==> src/rtl/led_seq_pkg.sv <==
// Shared types and constants for the LED blink sequencer.
package led_seq_pkg;

    localparam int unsigned CNT_W            = 4;
    localparam int unsigned DEF_N_REQ        = 4;
    localparam int unsigned DEF_TICK_DIV     = 12_500_000;
    localparam int unsigned DEF_ON_TICKS     = 2;
    localparam int unsigned DEF_OFF_TICKS    = 2;
    localparam int unsigned DEF_GAP_TICKS    = 8;
    localparam int unsigned DEF_HB_TICKS     = 4;

    typedef enum logic [1:0] {
        StIdle,
        StOn,
        StOff,
        StGap
    } state_t;

    // Bits needed to count 0 .. max_val-1 (at least one bit).
    function automatic int unsigned cnt_width(input int unsigned max_val);
        return (max_val > 1) ? $clog2(max_val) : 1;
    endfunction

    function automatic int unsigned max4(input int unsigned a, input int unsigned b,
                                         input int unsigned c, input int unsigned d);
        int unsigned m;
        m = a;
        if (b > m) m = b;
        if (c > m) m = c;
        if (d > m) m = d;
        return m;
    endfunction

endpackage

==> src/rtl/led_tick_gen.sv <==
// Restartable clock divider: one-cycle tick every TICK_DIV cycles.
module led_tick_gen
    import led_seq_pkg::*;
#(
    parameter int unsigned TICK_DIV = DEF_TICK_DIV
) (
    input  logic clk,
    input  logic rst,
    input  logic i_restart,
    output logic o_tick
);

    localparam int unsigned DIV_W = cnt_width(TICK_DIV);

    logic [DIV_W-1:0] r_div;
    logic             w_wrap;

    assign w_wrap = (r_div == DIV_W'(TICK_DIV - 1));

    always_ff @(posedge clk) begin
        if (rst || i_restart) begin
            r_div <= '0;
        end else if (w_wrap) begin
            r_div <= '0;
        end else begin
            r_div <= r_div + 1'b1;
        end
    end

    // A restart cycle never reports a tick so the new phase gets a full period.
    assign o_tick = w_wrap && !i_restart;

endmodule

==> src/rtl/led_seq_ctrl.sv <==
// Shared-LED blink sequencer with fixed-priority arbitration.
// Optional idle heartbeat enabled by defining LED_SEQ_HEARTBEAT_EN.
module led_seq_ctrl
    import led_seq_pkg::*;
#(
    parameter int unsigned N_REQ     = DEF_N_REQ,
    parameter int unsigned TICK_DIV  = DEF_TICK_DIV,
    parameter int unsigned ON_TICKS  = DEF_ON_TICKS,
    parameter int unsigned OFF_TICKS = DEF_OFF_TICKS,
    parameter int unsigned GAP_TICKS = DEF_GAP_TICKS,
    parameter int unsigned HB_TICKS  = DEF_HB_TICKS
) (
    input  logic                     clk,
    input  logic                     rst,
    input  logic [N_REQ-1:0]         req,
    input  logic [CNT_W*N_REQ-1:0]   cnt,
    output logic [N_REQ-1:0]         gnt,
    output logic [N_REQ-1:0]         done,
    output logic                     busy,
    output logic                     led
);

    localparam int unsigned PH_MAX = max4(ON_TICKS, OFF_TICKS, GAP_TICKS, HB_TICKS);
    localparam int unsigned PH_W   = cnt_width(PH_MAX);

    state_t            r_state, w_state_nxt;
    logic [N_REQ-1:0]  r_owner, w_owner_nxt;
    logic [N_REQ-1:0]  r_gnt,   w_gnt_nxt;
    logic [N_REQ-1:0]  r_done,  w_done_nxt;
    logic [CNT_W-1:0]  r_rem,   w_rem_nxt;
    logic [PH_W-1:0]   r_phase, w_phase_nxt;
    logic              r_led,   w_led_nxt;

    logic              w_tick;
    logic              w_restart;
    logic [N_REQ-1:0]  w_win_oh;
    logic [CNT_W-1:0]  w_win_cnt;

    // Descending scan so the lowest asserted index is the last to assign.
    always_comb begin
        w_win_oh  = '0;
        w_win_cnt = '0;
        for (int i = N_REQ - 1; i >= 0; i--) begin
            if (req[i]) begin
                w_win_oh    = '0;
                w_win_oh[i] = 1'b1;
                w_win_cnt   = cnt[i*CNT_W +: CNT_W];
            end
        end
    end

    assign w_restart = (r_state == StIdle) && (req != '0);

    led_tick_gen #(
        .TICK_DIV (TICK_DIV)
    ) u_tick_gen (
        .clk       (clk),
        .rst       (rst),
        .i_restart (w_restart),
        .o_tick    (w_tick)
    );

    always_comb begin
        w_state_nxt = r_state;
        w_owner_nxt = r_owner;
        w_rem_nxt   = r_rem;
        w_phase_nxt = r_phase;
        w_led_nxt   = r_led;
        w_gnt_nxt   = '0;
        w_done_nxt  = '0;

        unique case (r_state)
            StIdle: begin
                if (req != '0) begin
                    w_gnt_nxt   = w_win_oh;
                    w_owner_nxt = w_win_oh;
                    w_rem_nxt   = w_win_cnt;
                    w_phase_nxt = '0;
                    if (w_win_cnt == '0) begin
                        w_state_nxt = StGap;
                        w_led_nxt   = 1'b0;
                    end else begin
                        w_state_nxt = StOn;
                        w_led_nxt   = 1'b1;
                    end
                end else begin
`ifdef LED_SEQ_HEARTBEAT_EN
                    if (w_tick) begin
                        if (r_phase == PH_W'(HB_TICKS - 1)) begin
                            w_phase_nxt = '0;
                            w_led_nxt   = ~r_led;
                        end else begin
                            w_phase_nxt = r_phase + 1'b1;
                        end
                    end
`else
                    w_phase_nxt = '0;
                    w_led_nxt   = 1'b0;
`endif
                end
            end

            StOn: begin
                if (w_tick) begin
                    if (r_phase == PH_W'(ON_TICKS - 1)) begin
                        w_phase_nxt = '0;
                        w_state_nxt = StOff;
                        w_led_nxt   = 1'b0;
                    end else begin
                        w_phase_nxt = r_phase + 1'b1;
                    end
                end
            end

            StOff: begin
                if (w_tick) begin
                    if (r_phase == PH_W'(OFF_TICKS - 1)) begin
                        w_phase_nxt = '0;
                        w_rem_nxt   = r_rem - 1'b1;
                        if (r_rem == CNT_W'(1)) begin
                            w_state_nxt = StGap;
                        end else begin
                            w_state_nxt = StOn;
                            w_led_nxt   = 1'b1;
                        end
                    end else begin
                        w_phase_nxt = r_phase + 1'b1;
                    end
                end
            end

            StGap: begin
                if (w_tick) begin
                    if (r_phase == PH_W'(GAP_TICKS - 1)) begin
                        w_phase_nxt = '0;
                        w_done_nxt  = r_owner;
                        w_state_nxt = StIdle;
                        w_led_nxt   = 1'b0;
                    end else begin
                        w_phase_nxt = r_phase + 1'b1;
                    end
                end
            end

            default: begin
                w_state_nxt = StIdle;
                w_led_nxt   = 1'b0;
            end
        endcase
    end

    always_ff @(posedge clk) begin
        if (rst) begin
            r_state <= StIdle;
            r_owner <= '0;
            r_gnt   <= '0;
            r_done  <= '0;
            r_rem   <= '0;
            r_phase <= '0;
            r_led   <= 1'b0;
        end else begin
            r_state <= w_state_nxt;
            r_owner <= w_owner_nxt;
            r_gnt   <= w_gnt_nxt;
            r_done  <= w_done_nxt;
            r_rem   <= w_rem_nxt;
            r_phase <= w_phase_nxt;
            r_led   <= w_led_nxt;
        end
    end

    assign gnt  = r_gnt;
    assign done = r_done;
    assign led  = r_led;
    assign busy = (r_state != StIdle);

endmodule

==> config.mk <==
export PLATFORM = sky130hd
export DESIGN_NAME = led_seq_ctrl
export DESIGN_NICKNAME = d
export VERILOG_FILES = /design/src/rtl/led_seq_pkg.sv /design/src/rtl/led_tick_gen.sv /design/src/rtl/led_seq_ctrl.sv
export SDC_FILE = /design/constraint.sdc
export NUM_CORES = 1
export LEC_CHECK = 0
export ABC_CLOCK_PERIOD_IN_PS = 4100
export BUFFER_PORTS_ARGS = -buffer_cell sky130_fd_sc_hd__buf_4
export CORE_AREA = 2 2 76 78
export CTS_BUF_LIST = sky130_fd_sc_hd__clkbuf_16
export DETAILED_ROUTE_END_ITERATION = 8
export DIE_AREA = 0 0 78 80
export HOLD_SLACK_MARGIN = 0.1
export PLACE_DENSITY = 0.64
export REMOVE_ABC_BUFFERS = 1
export SLEW_MARGIN = 15
export SYNTH_ARGS = -nofsm -noshare
export SYNTH_HDL_FRONTEND = slang
export SYNTH_HIERARCHICAL = 1
export SYNTH_SLANG_ARGS = --single-unit
export TNS_END_PERCENT = 30
==> constraint.sdc <==
create_clock -name clk -period 4.1 [get_ports clk]
set_input_delay 0 -clock clk [delete_from_list [all_inputs] [get_ports clk]]
set_output_delay 0 -clock clk [all_outputs]
set_load 0.02 [all_outputs]
==> reports/results.ini, run 1 <==
[clock_tree]
clockRootBuffer = clkbuf_16
post_cts_buffers = 0
ctsHoldBuffers = 6
clk_pin_slew_ps = 70
cts_tree = done
cts.sinks = 46
clockBufferDepth = 2
cts_buffers = 5
clock_latency_ps = 290
post_cts_resize_count = 0
htree_levels = 2

[synth]
synth-seq-area-share_pct = 38.61
synth_cell_types = 55
synth-main-ff-cell = dfxtp_1
ys_ff_latch = 46
synth_async_sr_flop_share_pct = 0
syn_area_mm2 = 0.002385
syn_inst = 282
synth_top_cell_by_area = dfxtp_1
yosysWarningCount = 6
synth_edf_count = 0
synth_top_area_share_pct = 38.61
synth_area_leaders = dfxtp_1, ha_1, nor2_1
postSynthAreaPerCell_um2 = 8.457

[placement]
io_buffer_count = 31
post-dp-hpwl_um = 3654
finalWeightedCongestion = 0.8398
pre_cts_ws_ps = 1245
placement.cell_area_mm2 = 0.002666

[global_routing]
grt_max_degree = 25
grt-ovfl-total = 0
grt_antenna_before_repair = 0
gr-usage-all-layers_pct = 17.94
grt_pass1_vias = 2008
grt_pass1_wl_um = 8976

[sta]
post-route-min-period_ps = 2892
max-slew-margin-rel_pct = 34.89
rsz0062_at_grt = no
tightest_slew_ps = 976.7
drv_slew = 0
setup_tns_ps = 0
fin_ws_ps = 1208
max_freq_mhz = 345.7
hold_violations = 0
clock_skew_ps = 6.238
fin_crit_sh_pct = 70.54
finalSetupViolations = 0

[die]
core_area_mm2 = 0.005405
fp.dieArea_mm2 = 0.006240
rows = 27
start_util_pct = 44.12
die_h_um = 80
ios = 32
dieWidth_um = 78

[worst_setup_path]
critPathMaxFanout = 5
crit_arrival_ps = 3060
reg2regPathDepth = 9
cp-end-kind = flip-flop
critPathLaunch = u_tick_gen/r_div[8]$_SDFF_PP0_
critPathRequiredTime_ps = 4270
endpoint = r_state[1]$_SDFFE_PP0P_
rr_endpoint = r_state[1]$_SDFFE_PP0P_
rrSetupSlack_ps = 1210
path_class = flip-flop to flip-flop
r2r-start = u_tick_gen/r_div[8]$_SDFF_PP0_
start_kind = flip-flop

[final_layout]
fill_cells = 507
area_delta_synth_final_pct = 20.57
final_cell_mix = dfxtp_1, nor2_1, buf_4, a21oi_1, nand2_1
ff_latch_area_um2 = 920.9
final_net_count = 350
drive_above_1_share_pct = 16.98
final_common_cell = dfxtp_1
antennaDiodeCount = 0
multiInputGateArea_mm2 = 0.001359
design_area_mm2 = 0.002875

[route]
avgRoutedWirePerCell_um = 13.34
via_per_inst = 5.387
wl_um = 5203
antenna_left = 0
drc = 0
vias = 2101
dr.pass1.iters = 4
drt-initial-drc-count = 96

[status]
status = finished clean

[job]
max-cap-violations = 0

[power_and_ir_drop]
peakVddDrop_mv = 0.2357
p_per_area_mw_per_mm2 = 491.4
leakage_nw = 1.051

[worst_hold_path]
worstHoldPathCells = 4
holdCritPathClass = input pin to flip-flop
holdCritStartpoint = cnt[12]

Yosys cell counts (all sizes together), types with 5 or more instances:
master	n
o21ai	8
nand4	7
a21oi	26
inv	16
dfxtp	46
nand2	23
xor2	5
xnor2	10
ha	11
nand3	12
nor2	34
buf	6
or3	7
nor4	9
nand3b	7
report_power, final:
part	switching, W	internal [W]	total [W]
logic	0.000288	0.000188	0.000476
registers	0.0000384	0.000496	0.000534
clock network	0.000175	0.000228	0.000403
how the worst min path moves through the flow:
stage,to
CTS,r_rem[0]$_SDFFE_PP0P_
global route,r_rem[0]$_SDFFE_PP0P_
floorplan,r_owner[0]$_SDFFE_PP0N_
detailed placement,gnt[1]$_SDFF_PP0_
global placement,gnt[1]$_SDFF_PP0_
finish,r_rem[0]$_SDFFE_PP0P_
sequential cells by signal (all words and copies together) (netlist names):
name,cells
u_tick_gen/r_div,24
done,4
gnt,4
r_owner,4
r_rem,4
r_phase,3
r_state,2
led,1
through the flow:
stage	utilization [%]	total power, W	cells	hold WS, ps
2_1_floorplan	-	0.0008760	273	69.07
3_3_place_gp	49.33	0.001004	376	326.0
3_5_place_dp	49.33	0.001010	376	335.2
4_1_cts	53.19	0.001427	390	108.9
5_1_grt	53.19	0.001519	390	125.5
6_report	53.19	0.001413	390	119.1
worst max-delay path, stage by stage, from the launching register on:
cell	delay [ps]
dfxtp_1	360
or4_1	520
nor4_1	400
nand3_1	110
nor2_1	220
nand3b_1	170
a222oi_1	620
o21ai_0	170
a21oi_1	150
nor3_1	70
layer usage:
metal	vias to the layer above	wire (um)	track usage [%]
met5	-	0	0
met3	7	280	4.864
met2	50	2428	29.83
li1	1076	-	-
met4	0	73	7.719
met1	968	2421	21.81
cell families (layout without fill, tap and decap cells):
logic type               after synthesis  after routing  share of synthesized area, %
AND/OR/NAND/NOR                      128            128                         30.43
AO/OA/AOI/OAI                         55             55                         14.85
flip-flops                            46             46                         38.61
buffers and inverters                 26             62                         4.407
XOR/XNOR                              15             15                         5.509
adder cells (fa/ha/maj)               11             11                         5.771
multiplexers                           1              1                        0.4197
area by class of cell:
class	instances	area share, %
tap	72	3.133
multi-input combinational	210	47.26
sequential	46	32.03
clock buffer	5	4.352
clock inverter	3	0.8268
timing repair buffer	37	10.18
inverter	17	2.219
(Power assumes the default switching activity.)
==> run 2: changes to the inputs <==
- ABC_AREA: default -> 1
- ABC_CLOCK_PERIOD_IN_PS: 4100 -> 2400
- CORE_AREA: 2 2 76 78 -> 2 2 81 83
- DIE_AREA: 0 0 78 80 -> 0 0 83 85
- PLACE_DENSITY: 0.64 -> 0.65
- clock period: 4.1 -> 2.4 ns (I/O delays scaled with it)
==> run 2 against run 1 <==
  * Via count up 13%
  * Synthesized cell count is 31% higher
  * Sequential power increased by 75%
  * Largest cell class unchanged
  * Wire length up 6.0%
  * Register-to-register slack got worse by 850 ps
  * Hold slack gained 13 ps
  * First-iteration DRC count increased by 14%
  * Clock power up 89%
  * Critical endpoint is now r_rem[1]$_SDFFE_PP0P_
  * Clock-buffer cell count is the same
  * Critical path type unchanged
  * Combinational power is 110% higher
  * Core utilization fell by 2.0 points
  * Largest power group is now combinational cells
  * Non-clock buffer count is 1 lower
==> reports/results.ini, run 2 <==
[power_and_ir_drop]
leakage_nw = 1.329  ; was 1.051 nW
swShare_pct = 36.54  ; was 35.53%
peakVddDrop_mv = 0.6332  ; was 0.2357 mV
clkPwrFrac_pct = 28.5  ; about the same
combPwrFrac_pct = 36.7  ; was 33.7%
power_report.internal_total_w = 0.001699  ; was 0.0009109 W
p_seq_share_pct = 34.9  ; was 37.8%
p_sw_w = 0.0009783  ; was 0.0005020 W
p_per_area_mw_per_mm2 = 843.2  ; was 491.4 mW/mm2

[job]
max-cap-violations = 0  ; unchanged

[clock_tree]
cts.sinks = 46  ; unchanged
post_cts_resize_count = 0  ; unchanged
clk_pin_slew_ps = 60  ; was 70 ps
clockRootBuffer = clkbuf_16  ; unchanged
clock_latency_ps = 280  ; was 290 ps
htree_levels = 2  ; unchanged
clockBufferDepth = 2  ; unchanged
cts_tree = done  ; unchanged
cts_buffers = 5  ; unchanged

[sta]
tightest_slew_ps = 593.7  ; was 976.7 ps
finalSetupViolations = 0  ; unchanged
clock_skew_ps = 4.383  ; was 6.238 ps
setup_tns_ps = 0  ; unchanged
max_freq_mhz = 489.5  ; was 345.7 MHz
max-slew-margin-rel_pct = 60.00  ; was 34.89%
drv_slew = 0  ; unchanged
rsz0062_at_grt = no  ; unchanged
post-route-min-period_ps = 2043  ; was 2892 ps
fin_crit_sh_pct = 85.12  ; was 70.54%
hold_violations = 0  ; unchanged
fin_ws_ps = 357.0  ; was 1208 ps

[worst_hold_path]
holdCritPathClass = input pin to flip-flop  ; unchanged
holdCritStartpoint = req[3]  ; was cnt[12]
hold_path_end = gnt[3]$_SDFF_PP0_  ; was r_rem[0]$_SDFFE_PP0P_
worstHoldPathCells = 5  ; was 4

[synth]
synth_edf_count = 0  ; unchanged
synth-seq-area-share_pct = 34.44  ; was 38.61%
syn_area_mm2 = 0.002674  ; was 0.002385 mm2
ys_ff_latch = 46  ; unchanged
synthTopCellsByCount = nand2_1, nor2_1, dfxtp_1, inv_1, nand3_1  ; was dfxtp_1, nor2_1, a21oi_1, nand2_1, inv_1
synth_cell_types = 31  ; was 55
synth-main-ff-cell = dfxtp_1  ; unchanged
synth_top_area_share_pct = 34.44  ; was 38.61%
yosysWarningCount = 6  ; unchanged
syn_inst = 370  ; was 282
synth_area_leaders = dfxtp_1, nand2_1, nor2_1  ; was dfxtp_1, ha_1, nor2_1
synth_top_cell_by_area = dfxtp_1  ; unchanged
synth_async_sr_flop_share_pct = 0  ; unchanged
yosysMostFrequentCell = nand2_1  ; was dfxtp_1
postSynthAreaPerCell_um2 = 7.227  ; was 8.457 um2

[worst_setup_path]
rrSetupSlack_ps = 360  ; was 1210 ps
start_kind = flip-flop  ; unchanged
cp-end-kind = flip-flop  ; unchanged
crit_arrival_ps = 2250  ; was 3060 ps
r2r-start = u_tick_gen/r_div[0]$_SDFF_PP0_  ; was u_tick_gen/r_div[8]$_SDFF_PP0_
reg2regPathDepth = 11  ; was 9
rr_endpoint = r_rem[1]$_SDFFE_PP0P_  ; was r_state[1]$_SDFFE_PP0P_
critPathRequiredTime_ps = 2600  ; was 4270 ps
path_class = flip-flop to flip-flop  ; unchanged
critPathMaxFanout = 4  ; was 5

[global_routing]
grt_pass1_vias = 2265  ; was 2008
grt_max_degree = 25  ; unchanged
grt_antenna_before_repair = 0  ; unchanged
gr-usage-all-layers_pct = 16.69  ; was 17.94%
grt_pass1_wl_um = 9735  ; was 8976 um
grt-ovfl-total = 0  ; unchanged

[placement]
placement.cell_area_mm2 = 0.002977  ; was 0.002666 mm2
io_buffer_count = 31  ; unchanged
post-dp-hpwl_um = 4291  ; was 3654 um
dpl.cell_count = 476  ; was 376
pre_cts_ws_ps = 397.0  ; was 1245 ps
finalWeightedCongestion = 0.8160  ; was 0.8398

[final_layout]
drive_above_1_share_pct = 22.44  ; was 16.98%
final_net_count = 443  ; was 350
design_area_mm2 = 0.003176  ; was 0.002875 mm2
area_delta_synth_final_pct = 18.76  ; was 20.57%
final_cell_mix = nand2_1, nor2_1, inv_1, dfxtp_1, buf_4  ; was dfxtp_1, nor2_1, buf_4, a21oi_1, nand2_1
antennaDiodeCount = 0  ; unchanged
stdcell_count = 487  ; was 390
final_common_cell = nand2_1  ; was dfxtp_1
top_register = u_tick_gen/r_div  ; unchanged
largest_reg_flops = 24  ; unchanged

[route]
avgRoutedWirePerCell_um = 11.32  ; was 13.34 um
via_per_inst = 4.854  ; was 5.387
dr.pass1.iters = 4  ; unchanged
vias = 2364  ; was 2101
drc = 0  ; unchanged
wl_um = 5514  ; was 5203 um
antenna_left = 0  ; unchanged
drt-initial-drc-count = 109  ; was 96

[die]
start_util_pct = 43.09  ; was 44.12%
core_area_mm2 = 0.006205  ; was 0.005405 mm2
fp.dieArea_mm2 = 0.007055  ; was 0.006240 mm2
die_h_um = 85  ; was 80 um
dieWidth_um = 83  ; was 78 um
ios = 32  ; unchanged
rows = 29  ; was 27

[status]
status = finished clean  ; unchanged

==> run 2: kinds of logic after synthesis <==
kind of cell / synth area share [%]
buffers and inverters: 8.938
adders and majority gates: 5.147
DFF: 34.44
and+or+nand+nor: 39.92
AOI/OAI and AO/OA: 7.300
xor gates and xnor gates: 4.258
==> run 2: final cells by class <==
class,count,area (um2)
Inverter,54,205.2
Fill cell,622,3029
Tap cell,77,96.34
Clock inverter,2,33.78
Timing Repair Buffer,36,280.3
Multi-Input combinational cell,267,1514
Clock buffer,5,125.1
Sequential cell,46,920.9
==> run 2: how the worst max path moves through the flow <==
stage,start,to,slack (ps),cells after the start
global placement,u_tick_gen/r_div[0]$_SDFF_PP0_,r_rem[3]$_SDFFE_PP0P_,510,11
finish,u_tick_gen/r_div[0]$_SDFF_PP0_,r_rem[1]$_SDFFE_PP0P_,360,11
CTS,u_tick_gen/r_div[0]$_SDFF_PP0_,r_rem[1]$_SDFFE_PP0P_,330,11
floorplan,u_tick_gen/r_div[0]$_SDFF_PP0_,r_rem[3]$_SDFFE_PP0P_,620,11
global route,u_tick_gen/r_div[0]$_SDFF_PP0_,r_rem[1]$_SDFFE_PP0P_,60,11
detailed placement,u_tick_gen/r_div[0]$_SDFF_PP0_,r_rem[2]$_SDFFE_PP0P_,400,11
==> run 2: critical path, stage by stage, from the launching register on <==
cell,delay [ps]
dfxtp_1,350
ha_1,210
nand3_1,120
nor2_1,160
nand3_2,130
nor2_1,140
inv_1,90
o21ai_1,270
inv_1,120
nor2_4,160
nand2_1,70
a21oi_1,140
==> run 2: stage by stage <==
step / hold slack [ps] / power [W] / util, %
after CTS: 122.7 / 0.002702 / 51.18
after floorplan: 69.07 / 0.001681 / -
after global routing: 152.2 / 0.002885 / 51.18
after detailed placement: 224.5 / 0.001924 / 47.97
after global placement: 219.8 / 0.001900 / 47.97
final: 132.5 / 0.002678 / 51.18
==> run 2: metal layers <==
metal  routed length, um  global-route usage [%]
met4                  65                   4.918
met5                   0                       0
met2                2722                   29.84
met3                 155                   3.502
met1                2570                   20.24
==> run 2: timing repair <==
| item | 4_1_cts | 5_1_grt |
|---|---|---|
| hold buffers | 4 | 0 |
| buffers inserted | 0 | 0 |
| hold endpoints to repair | 8 | 0 |
==> run 2: power by group through the flow <==
stage                     combinational (W)  clock, W  sequential (W)
after floorplan                    0.000731         0        0.000950
after global placement             0.000954         0        0.000946
after detailed placement           0.000976         0        0.000948
after CTS                          0.000987  0.000780        0.000935
after global routing                0.00113  0.000807        0.000948
final                              0.000982  0.000762        0.000934
==> run 3: changes to the inputs <==
- CORE_AREA: 2 2 81 83 -> 2 2 85 79
- DIE_AREA: 0 0 83 85 -> 0 0 87 81
==> run 3 against run 2 <==
  * Combinational power rose by 1%
  * Non-clock buffer count stayed put
  * Die area fell by 0.11%
  * Wire length up 1.3%
  * Worst setup slack improved by 22 ps
  * Critical path depth did not move
  * Via count grew 1.1%
  * Clock skew is 4.6 ps higher
==> reports/results.ini, run 3 (same netlist as run 2, synthesis figures left out) <==
[clock_tree]
cts_tree = done  ; unchanged
clockRootBuffer = clkbuf_16  ; unchanged
clock_latency_ps = 290  ; was 280 ps
clk_pin_slew_ps = 60  ; about the same
post_cts_resize_count = 0  ; unchanged
clockBufferDepth = 2  ; unchanged
htree_levels = 2  ; unchanged
cts.sinks = 46  ; unchanged
cts_buffers = 5  ; unchanged

[global_routing]
grt_max_degree = 25  ; unchanged
grt-ovfl-total = 0  ; unchanged
grt_antenna_before_repair = 0  ; unchanged
grt_pass1_wl_um = 9618  ; was 9735 um
grt_pass1_vias = 2191  ; was 2265
gr-usage-all-layers_pct = 17.01  ; was 16.69%

[sta]
setup_tns_ps = 0  ; unchanged
drv_slew = 0  ; unchanged
max_freq_mhz = 494.7  ; was 489.5 MHz
rsz0062_at_grt = no  ; unchanged
hold_violations = 0  ; unchanged
fin_crit_sh_pct = 84.22  ; was 85.12%
max-slew-margin-rel_pct = 57.34  ; was 60.00%
post-route-min-period_ps = 2021  ; was 2043 ps
finalSetupViolations = 0  ; unchanged
clock_skew_ps = 8.968  ; was 4.383 ps
tightest_slew_ps = 633.2  ; was 593.7 ps

[worst_setup_path]
cp-end-kind = flip-flop  ; unchanged
crit_arrival_ps = 2240  ; was 2250 ps
rrSetupSlack_ps = 380  ; was 360 ps
path_class = flip-flop to flip-flop  ; unchanged
start_kind = flip-flop  ; unchanged
critPathRequiredTime_ps = 2610  ; was 2600 ps
critPathMaxFanout = 4  ; unchanged

[die]
start_util_pct = 42.64  ; was 43.09%
fp.dieArea_mm2 = 0.007047  ; was 0.007055 mm2
die_h_um = 81  ; was 85 um
rows = 28  ; was 29
ios = 32  ; unchanged
core_area_mm2 = 0.006271  ; was 0.006205 mm2
dieWidth_um = 87  ; was 83 um

[power_and_ir_drop]
p_per_area_mw_per_mm2 = 824.1  ; was 843.2 mW/mm2
swShare_pct = 38.48  ; was 36.54%
p_seq_share_pct = 35.9  ; was 34.9%
leakage_nw = 1.327  ; was 1.329 nW
peakVddDrop_mv = 0.8527  ; was 0.6332 mV
power_report.internal_total_w = 0.001600  ; was 0.001699 W
p_sw_w = 0.001001  ; was 0.0009783 W
clkPwrFrac_pct = 25.8  ; was 28.5%
combPwrFrac_pct = 38.2  ; was 36.7%

[final_layout]
final_core_utilization_pct = 50.34  ; was 51.18%
largest_reg_flops = 24  ; unchanged
drive_above_1_share_pct = 22.63  ; was 22.44%
top_register = u_tick_gen/r_div  ; unchanged
final_net_count = 443  ; unchanged
ff_latch_area_um2 = 920.9  ; unchanged
multiInputGateArea_mm2 = 0.001514  ; unchanged
antennaDiodeCount = 0  ; unchanged
final_cell_mix = nand2_1, nor2_1, inv_1, dfxtp_1, buf_4  ; unchanged
fill_cells = 600  ; was 622
area_delta_synth_final_pct = 18.06  ; was 18.76%
final_common_cell = nand2_1  ; unchanged

[route]
antenna_left = 0  ; unchanged
drt-initial-drc-count = 94  ; was 109
dr.pass1.iters = 4  ; unchanged
vias = 2391  ; was 2364
avgRoutedWirePerCell_um = 11.49  ; was 11.32 um
wl_um = 5586  ; was 5514 um
drc = 0  ; unchanged
via_per_inst = 4.920  ; was 4.854

[placement]
post-dp-hpwl_um = 4332  ; was 4291 um
finalWeightedCongestion = 0.8166  ; was 0.8160
io_buffer_count = 31  ; unchanged

[job]
max-cap-violations = 0  ; unchanged

[status]
status = finished clean  ; unchanged

[worst_hold_path]
holdCritPathClass = input pin to flip-flop  ; unchanged

-- run 3: per-layer routing --
| layer | global-route usage [%] | up-vias | share of wire, % |
|---|---|---|---|
| met3 | 2.846 | 6 | 3.5 |
| met1 | 22.37 | 1106 | 49 |
| li1 | - | 1238 | - |
| met4 | 5.000 | 0 | 1.0 |
| met2 | 28.63 | 41 | 47 |
| met5 | 0 | - | 0 |
-- run 3: timing repair --
item | CTS | global route
hold endpoints to repair | 9 | 0
setup endpoints to repair | 0 | 0
hold buffers | 4 | 0
setup buffers | 0 | 0
-- run 3: power groups by stage --
stage               clock network, W  registers (W)  logic (W)
floorplan                          0       0.000950   0.000731
finish                      0.000672       0.000935   0.000994
detailed placement                 0       0.000949   0.000977
global route                0.000723       0.000947    0.00112
CTS                         0.000684       0.000934   0.000987
global placement                   0       0.000946   0.000961
-- run 3: path summary, 6_finish.rpt --
| path | startpoint | end | cells after the start |
|---|---|---|---|
| worst max-delay path | u_tick_gen/r_div[0]$_SDFF_PP0_ | r_rem[3]$_SDFFE_PP0P_ | 11 |
| worst min-delay path | req[3] | gnt[3]$_SDFF_PP0_ | 5 |
| worst max register to register | u_tick_gen/r_div[0]$_SDFF_PP0_ | r_rem[3]$_SDFFE_PP0P_ | 11 |
| worst min register to register | r_owner[2]$_SDFFE_PP0N_ | done[2]$_SDFF_PP0_ | 2 |
-- run 3: worst max-delay path: stages, from the launching register on --
cell and delay, ps:
dfxtp_1 350, ha_1 220, nand3_1 120, nor2_1 150, nand3_2 120, nor2_1 140, inv_1 90, o21ai_1 280
inv_1 120, nor2_4 160, nand3_1 80, a21oi_1 120
-- run 3: final cells by class --
type,instances,area share (%)
clock buffer,5,3.964
multi-input combinational,267,47.96
clock inverter,3,0.5549
tap,75,2.973
sequential,46,29.17
inverter,54,6.500
timing repair buffer,36,8.878
-- run 3: per-stage QoR --
stage	std cells	setup slack (ps)	hold WS, ps	power [W]	area [um2]
global route	486	155.2	176.0	0.002792	3157
floorplan	367	619.9	69.07	0.001681	2640
finish	486	378.8	137.6	0.002601	3157
detailed placement	474	418.8	225.1	0.001926	2974
global placement	474	512.8	221.1	0.001907	2974
CTS	486	399.6	138.4	0.002604	3157
